$ cat config.mk
export PLATFORM = sky130hd
export DESIGN_NAME = multicycle_controller
export DESIGN_NICKNAME = d
export VERILOG_FILES = /design/src/rtl/multicycle_controller.sv
export SDC_FILE = /design/constraint.sdc
export NUM_CORES = 1
export LEC_CHECK = 0
export CAP_MARGIN = 20
export CORE_AREA = 2 2 97 61
export CTS_CLUSTER_DIAMETER = 200
export DETAILED_ROUTE_END_ITERATION = 16
export DIE_AREA = 0 0 99 63
export PLACE_DENSITY_LB_ADDON = 0.3
export SLEW_MARGIN = 15
export SYNTH_ARGS = -nofsm -noshare
export SYNTH_HDL_FRONTEND = slang
export SYNTH_SLANG_ARGS = --single-unit
$ cat constraint.sdc
create_clock -name clk -period 5.5 [get_ports clk]
set_clock_uncertainty 0.05 [all_clocks]
set_input_delay 0.825 -clock clk [delete_from_list [all_inputs] [get_ports clk]]
set_output_delay 0.825 -clock clk [all_outputs]
set_load 0.01 [all_outputs]
$ cat src/rtl/multicycle_controller.sv
// Multicycle ARM control unit: Moore FSM over fetch/decode/execute states with a registered NZCV flag file.
// Data-processing 4 cycles, LDR 5, STR 4, B 3; one state per clock, no stall input.
module multicycle_controller #(
  parameter int         ALUCTL_W = 2,
  parameter logic [3:0] FLAG_RST = 4'b0000
) (
  input  logic                clk,
  input  logic                reset,
  input  logic [3:0]          Cond,
  input  logic [1:0]          Op,
  input  logic [5:0]          Funct,
  input  logic [3:0]          Rd,
  input  logic [3:0]          ALUFlags,
  output logic                PCWrite,
  output logic                AdrSrc,
  output logic                MemW,
  output logic                IRWrite,
  output logic                RegW,
  output logic                ALUSrcA,
  output logic [1:0]          ALUSrcB,
  output logic [1:0]          ResultSrc,
  output logic [1:0]          ImmSrc,
  output logic [1:0]          RegSrc,
  output logic [ALUCTL_W-1:0] ALUControl,
  output logic                Illegal
);

  typedef enum logic [3:0] {
    S_FETCH  = 4'd0,
    S_DECODE = 4'd1,
    S_MEMADR = 4'd2,
    S_MEMRD  = 4'd3,
    S_MEMWB  = 4'd4,
    S_MEMWR  = 4'd5,
    S_EXECR  = 4'd6,
    S_EXECI  = 4'd7,
    S_ALUWB  = 4'd8,
    S_BRANCH = 4'd9
  } state_t;

  typedef struct packed {
    logic                pcwrite;
    logic                adrsrc;
    logic                memw;
    logic                irwrite;
    logic                regw;
    logic                alusrca;
    logic [1:0]          alusrcb;
    logic [1:0]          resultsrc;
    logic [ALUCTL_W-1:0] alucontrol;
  } ctrl_t;

  state_t              r_state;
  ctrl_t               r_ctrl;
  logic [3:0]          r_flags;

  state_t              w_next;
  logic                w_condex;
  logic                w_n, w_z, w_c, w_v;
  logic [3:0]          w_cmd;
  logic                w_s;
  logic                w_dp_legal;
  logic                w_legal;
  logic                w_nowrite;
  logic                w_rd15;
  logic [1:0]          w_flagw;
  logic [ALUCTL_W-1:0] w_aluctl;

  always_comb begin
    {w_n, w_z, w_c, w_v} = r_flags;
    case (Cond)
      4'b0000: w_condex = w_z;
      4'b0001: w_condex = ~w_z;
      4'b0010: w_condex = w_c;
      4'b0011: w_condex = ~w_c;
      4'b0100: w_condex = w_n;
      4'b0101: w_condex = ~w_n;
      4'b0110: w_condex = w_v;
      4'b0111: w_condex = ~w_v;
      4'b1000: w_condex = w_c & ~w_z;
      4'b1001: w_condex = ~w_c | w_z;
      4'b1010: w_condex = (w_n == w_v);
      4'b1011: w_condex = (w_n != w_v);
      4'b1100: w_condex = ~w_z & (w_n == w_v);
      4'b1101: w_condex = w_z | (w_n != w_v);
      4'b1110: w_condex = 1'b1;
      default: w_condex = 1'b0;
    endcase
  end

  assign w_cmd  = Funct[4:1];
  assign w_s    = Funct[0];
  assign w_rd15 = (Rd == 4'd15);

  always_comb begin
    w_aluctl   = '0;
    w_flagw    = 2'b00;
    w_nowrite  = 1'b0;
    w_dp_legal = 1'b1;
    case (w_cmd)
      4'b0100: begin
        w_aluctl = ALUCTL_W'(2'b00);
        w_flagw  = w_s ? 2'b11 : 2'b00;
      end
      4'b0010: begin
        w_aluctl = ALUCTL_W'(2'b01);
        w_flagw  = w_s ? 2'b11 : 2'b00;
      end
      4'b0000: begin
        w_aluctl = ALUCTL_W'(2'b10);
        w_flagw  = {w_s, 1'b0};
      end
      4'b1100: begin
        w_aluctl = ALUCTL_W'(2'b11);
        w_flagw  = {w_s, 1'b0};
      end
      // Compare/test only exist in their flag-setting form
      4'b1010: begin
        w_aluctl   = ALUCTL_W'(2'b01);
        w_flagw    = 2'b11;
        w_nowrite  = 1'b1;
        w_dp_legal = w_s;
      end
      4'b1000: begin
        w_aluctl   = ALUCTL_W'(2'b10);
        w_flagw    = 2'b10;
        w_nowrite  = 1'b1;
        w_dp_legal = w_s;
      end
      4'b0001: begin
        w_aluctl   = ALUCTL_W'(3'b100);
        w_flagw    = {w_s, 1'b0};
        w_dp_legal = (ALUCTL_W >= 3);
      end
      default: w_dp_legal = 1'b0;
    endcase
  end

  assign w_legal = (Op == 2'b01) || (Op == 2'b10) || ((Op == 2'b00) && w_dp_legal);

  always_comb begin
    w_next = S_FETCH;
    case (r_state)
      S_FETCH:  w_next = S_DECODE;
      S_DECODE: begin
        if (w_legal) begin
          case (Op)
            2'b00:   w_next = Funct[5] ? S_EXECI : S_EXECR;
            2'b01:   w_next = S_MEMADR;
            2'b10:   w_next = S_BRANCH;
            default: w_next = S_FETCH;
          endcase
        end
      end
      S_MEMADR: w_next = Funct[0] ? S_MEMRD : S_MEMWR;
      S_MEMRD:  w_next = S_MEMWB;
      S_EXECR:  w_next = S_ALUWB;
      S_EXECI:  w_next = S_ALUWB;
      default:  w_next = S_FETCH;
    endcase
  end

  // Control word for the state being entered; writeback to r15 is steered to PCWrite.
  function automatic ctrl_t state_ctrl(input state_t s, input logic condex, input logic nowrite,
                                       input logic rd15, input logic [ALUCTL_W-1:0] alu);
    ctrl_t c;
    logic  wb;
    c  = '0;
    wb = 1'b0;
    case (s)
      S_FETCH: begin
        c.irwrite   = 1'b1;
        c.pcwrite   = 1'b1;
        c.alusrca   = 1'b1;
        c.alusrcb   = 2'b10;
        c.resultsrc = 2'b10;
      end
      S_DECODE: begin
        c.alusrca   = 1'b1;
        c.alusrcb   = 2'b10;
        c.resultsrc = 2'b10;
      end
      S_MEMADR: c.alusrcb = 2'b01;
      S_MEMRD:  c.adrsrc  = 1'b1;
      S_MEMWB: begin
        c.resultsrc = 2'b01;
        wb          = condex;
      end
      S_MEMWR: begin
        c.adrsrc = 1'b1;
        c.memw   = condex;
      end
      S_EXECR: c.alucontrol = alu;
      S_EXECI: begin
        c.alusrcb    = 2'b01;
        c.alucontrol = alu;
      end
      S_ALUWB: wb = condex & ~nowrite;
      S_BRANCH: begin
        c.alusrcb   = 2'b01;
        c.resultsrc = 2'b10;
        c.pcwrite   = condex;
      end
      default: ;
    endcase
    if (rd15) c.pcwrite = c.pcwrite | wb;
    else      c.regw    = wb;
    return c;
  endfunction

  // Condition is evaluated against the flags before this instruction's own update.
  always_ff @(posedge clk) begin
    if (reset) begin
      r_state <= S_FETCH;
      r_flags <= FLAG_RST;
      r_ctrl  <= state_ctrl(S_FETCH, 1'b0, 1'b0, 1'b0, '0);
    end else begin
      r_state <= w_next;
      r_ctrl  <= state_ctrl(w_next, w_condex, w_nowrite, w_rd15, w_aluctl);
      if ((r_state == S_EXECR || r_state == S_EXECI) && w_condex) begin
        if (w_flagw[1]) r_flags[3:2] <= ALUFlags[3:2];
        if (w_flagw[0]) r_flags[1:0] <= ALUFlags[1:0];
      end
    end
  end

  assign PCWrite    = r_ctrl.pcwrite & ~reset;
  assign MemW       = r_ctrl.memw    & ~reset;
  assign IRWrite    = r_ctrl.irwrite & ~reset;
  assign RegW       = r_ctrl.regw    & ~reset;
  assign AdrSrc     = r_ctrl.adrsrc;
  assign ALUSrcA    = r_ctrl.alusrca;
  assign ALUSrcB    = r_ctrl.alusrcb;
  assign ResultSrc  = r_ctrl.resultsrc;
  assign ALUControl = r_ctrl.alucontrol;
  assign ImmSrc     = Op;
  assign RegSrc     = {(Op == 2'b01) & ~Funct[0], Op == 2'b10};
  assign Illegal    = (r_state == S_DECODE) && !w_legal;

endmodule

### Yosys cells after proc, flatten, opt, wreduce, memory -nomap -nowiden

Cells that the tools add are included.

* reductions and logical operators: 29
* bitwise gates (word level): 20
* multiplexer cells: 21
* equal/unequal tests: 39

Operators with widths (count)
* $eq 4x4->1 const B: 13
* $eq 4x3->1 const B: 11
* $eq 4x2->1 const B: 7
* $reduce_or 2->1: 11
* $pmux 4 s5: 1
* $eq 4x1->1 const B: 4
* $logic_not 4->1: 4
* $pmux 1 s15: 1
* $pmux 4 s3: 1
* $not 1->1: 9
* $reduce_or 3->1: 3
* $and 1x1->1: 8
* $mux 1: 8
* $pmux 2 s2: 2
* $pmux 2 s4: 1
* $pmux 1 s2: 3
* $pmux 2 s3: 1
* $mux 4: 1
* $reduce_and 2->1: 2
* $reduce_or 4->1: 1
* $logic_and 1x1->1: 3
* $logic_or 1x1->1: 3
* $mux 3: 1
* $or 1x1->1: 3
* other kinds (7): 7

* output and inout bits: 17
* word-level logic and storage cells: 121
* register bits: 20

### Logic depth before layout (Yosys ltp)

* depth in word-level cells: 12
* mapped depth: 9

### Least setup slack after synthesis

No wires, ideal clock.

* kind: input port to output port
* start point: in Funct[3]
* end point: out Illegal
* required time: 4.625 ns
* stages: 3
* arrival: 1.660 ns
* path buffers: 0
* setup slack: 2.965 ns
* path through: or3b_1 a41o_1 nor2_1

* cells in the longest elaborated chain, start to end: 7
* elaborated cells between the ends (all ways): 13
* classes of those cells: eq/ne (5); mux (1); reduce/logical (7)

Ends and longest elaborated chain
* start, declared: line 11 `input logic [5:0] Funct,`
* $eq 4x4->1, or another cell as far along: line 100 `case (w_cmd)`
* $reduce_or 4->1 (no source line) or $reduce_or 2->1 (tied branches)
* $pmux 1 s2 (*): line 100
* $logic_and 1x1->1 (*): line 139 `assign w_legal = (Op == 2'b01) || (Op == 2'b10) || ((Op == 2'b00) && w_dp_legal);`
* $logic_or 1x1->1 (*): line 139
* $logic_not 1->1 (*): line 238 `assign Illegal = (r_state == S_DECODE) && !w_legal;`
* $logic_and 1x1->1 (*): line 238
* end, declared: line 25 `output logic Illegal`

Every way passes the cells marked *; elsewhere a longest branch is shown, timed or not.

### Worst setup path in the final report

* start point: in Funct[4]
* end point: out Illegal

Same word-level chain as after synthesis.

==> impl_metrics.yaml <==
status:
  run_status: "completed"
pwr:
  power.density_cell_area_mw_per_mm2: 192
  power_leakage_nw: 0.648
  vdd.ir_drop.worst_mv: 0.0834
clocking:
  insertion_delay_ns: 0.26
  clockBufferDepth: 2
  clock_tree_from_tritoncts: "built"
  clkTransAtPathRegs_ns: 0.07
  tritoncts.num_buffers: 3
  postCtsResizedCells: 0
  cts_htree_levels: 1
  cts_hold_buf: 0
  cts_setup_buffers: 0
  clk_sink_count: 19
  clock_tree.root_cell: "clkbuf_8"
setup_path:
  timing.critical_path.from_type: "input port"
  cp_slowest_cell: "clkdlybuf4s50_1"
  r2r_end: "ResultSrc[1]"
  worst-endpoint-arrival_ns: 2.75
  path_class: "in -> out"
  timing.critical_path.fanout_max: 8
  cp_top_delay_family: "buffers and inverters"
  worst_path_largest_cell_delay_ns: 0.59
  worst_r2r_startpoint: "r_state[3]"
  cells_along_the_critical_path: "clkdlybuf4s50_1, or3b_1, a41o_1, nor2_1, clkdlybuf4s50_1"
  critPathMostFrequentCell: "clkdlybuf4s50_1"
  cp_num_buf_inv: 2
  rrSetupSlack_ns: 3.52
  critical_path_sink_type: "output pin"
  critPathRequiredTime_ns: 4.62
  rr_worst_depth: 6
placed_design:
  dp_hpwl_um: 2340
  finalWeightedCongestion: 0.759
  post-place-ws_ns: 1.86
  placement.io_buffers: 38
  placed_area_mm2: 0.00168
synth:
  synth_top_flop_cell: "dfxtp_1"
  area_contributors_post_synth: "dfxtp_1 29%, nand2b_1 5.3%, buf_4 5.2%"
  synthArstFlopShare_pct: 0
  synthesis.yosys.warnings: 0
  yosys.cell_count.top_type: "dfxtp_1"
  syn_avg_cell_area_um2: 8.29
  postSynthNetCount: 184
  ys_types: 48
  yosysTopAreaCell: "dfxtp_1"
  post_synth_most_frequent_cells: "19 x dfxtp_1, 11 x nand2b_1, 11 x nor2_1"
  post_synth_edffs: 0
  synth_largest_type_area_fraction_pct: 29.2
  post_synth_instance_area_mm2: 0.00130
  synth-seq-cells: 19
  netlist_instances: 157
  synth_sequential_area_ratio_pct: 29.2
sta:
  unrepaired_setup_endpoints_after_global_routing: "false"
  fin_hold_ws_ns: 0.462
  finalWorstSetupSlack_ns: 1.88
  post-route-period-util_pct: 65.8
  finalSetupViolCount: 0
  final.min_clock_period_ns: 3.62
  max_freq_ghz: 0.276
  fin_tns_setup_ns: 0
  final-hold-violation-count: 0
  final-max-slew-violation-count: 0
  worstMarginPinSlew_ns: 0.708
  relSlewSlack_pct: 52.6
run:
  drv_cap: 0
routing:
  routed_via_density: 4.62
  wl_per_cell_um: 11.8
  drt_wl_total_um: 2990
  drc_errors: 0
  vias: 1168
  drt-pass1-iter-count: 4
  drtAntennaViolNets: 0
  dr.first_iter.drc_count: 51
hold_path:
  worstHoldPathType: "reg -> reg"
  hold_end: "r_flags[1]"
  timing.hold.worst_path_depth: 2
  hp_start: "r_flags[1]"
global_routing:
  grt-ovfl-total: 0
  grt_use_total_pct: 10.3
  grt_max_degree: 23
  global_route_wire_length_before_repair_um: 5140
  grt_antenna_before_repair: 0
  number_of_global_route_vias_before_repair: 1081
finish:
  drive_above_1_share_pct: 6.52
  final_cell_area_mm2: 0.00172
  num-nets-final: 212
  num_antenna_cells: 0
  area.growth.synth_to_final_pct: 32.4
die:
  std_cell_rows: 21
  io_pins: 39
  floorplan.die.height_um: 63
  die_area_mm2: 0.00624
  initial_utilization_pct: 24.2
  floorplan.core_area_mm2: 0.00539
  die_width_um: 99
-- through the flow --
stage               util [%]  total power (W)  std cells
global route            32.0         0.000352        253
finish                  32.0         0.000330        253
global placement        31.1         0.000238        249
detailed placement      31.1         0.000238        249
floorplan                  -         0.000202        157
CTS                     32.0         0.000336        253
-- worst max-delay path by stage --
stage                     cells past startpoint  endpoint      from
after global routing                          5   Illegal  Funct[4]
final                                         5   Illegal  Funct[4]
after detailed placement                      5   Illegal  Funct[4]
after global placement                        5   Illegal  Funct[4]
after CTS                                     5   Illegal  Funct[4]
after floorplan                               3   Illegal  Funct[3]
-- tightest hold or removal path, delay by kind of cell (launching register included) --
kind             cells  cell delay (ns)
DFF                  1             0.33
muxes                1             0.06
and+or+nand+nor      1             0.08
-- flip-flops by register name, indices dropped and copies added (netlist names) --
name and count:
ALUControl 2, ALUSrcA 1, ALUSrcB 1, AdrSrc 1, ResultSrc 2, r_ctrl 4
r_flags 4, r_state 4
-- layout by cell type, fill, tap and decap left out, types with 3 or more instances in the layout --
master           Yosys  final
nand3b_1             5      5
nor2_1              11     11
dfxtp_1             19     19
nand2b_1            11     11
nor2b_1              6      6
mux2i_1              6      6
nor3_1               6      6
clkdlybuf4s50_1      0     38
clkbuf_8             0      3
o21ai_1              4      4
ha_1                 5      5
and3_1               4      4
inv_1                8      8
a21oi_1              6      6
o21ai_0              5      5
nand2_1              9      9
-- power by group --
group | total [W] | internal (W) | switching [W]
Combinational | 0.0000875 | 0.0000447 | 0.0000428
Sequential | 0.000146 | 0.000144 | 0.00000268
Clock | 0.0000966 | 0.0000504 | 0.0000462
Total | 0.000330 | 0.000239 | 0.0000917
-- cell families after synthesis --
logic type / Yosys count / synth area share, %
AOI/OAI and AO/OA: 31 / 17.9
xor gates and xnor gates: 3 / 2.02
adders and majority gates: 5 / 4.81
buffers and inverters: 24 / 9.61
DFF: 19 / 29.2
muxes: 6 / 4.62
and+or+nand+nor: 69 / 31.8
-- final cells by class --
| cell class | instances | area (um^2) |
|---|---|---|
| Clock buffer | 3 | 41.3 |
| Clock inverter | 1 | 5.00 |
| Fill cell | 575 | 3660 |
| Inverter | 9 | 33.8 |
| Multi-Input combinational cell | 114 | 796 |
| Sequential cell | 19 | 380 |
| Tap cell | 69 | 86.3 |
| Timing Repair Buffer | 38 | 380 |
-- metal layers --
metal  track usage (%)  share of wire [%]
met4              1.54               0.43
met3              3.91                8.2
met1              16.4                 55
met2              12.9                 37
met5                 0                  0
Power figures use the tool's default switching activity.
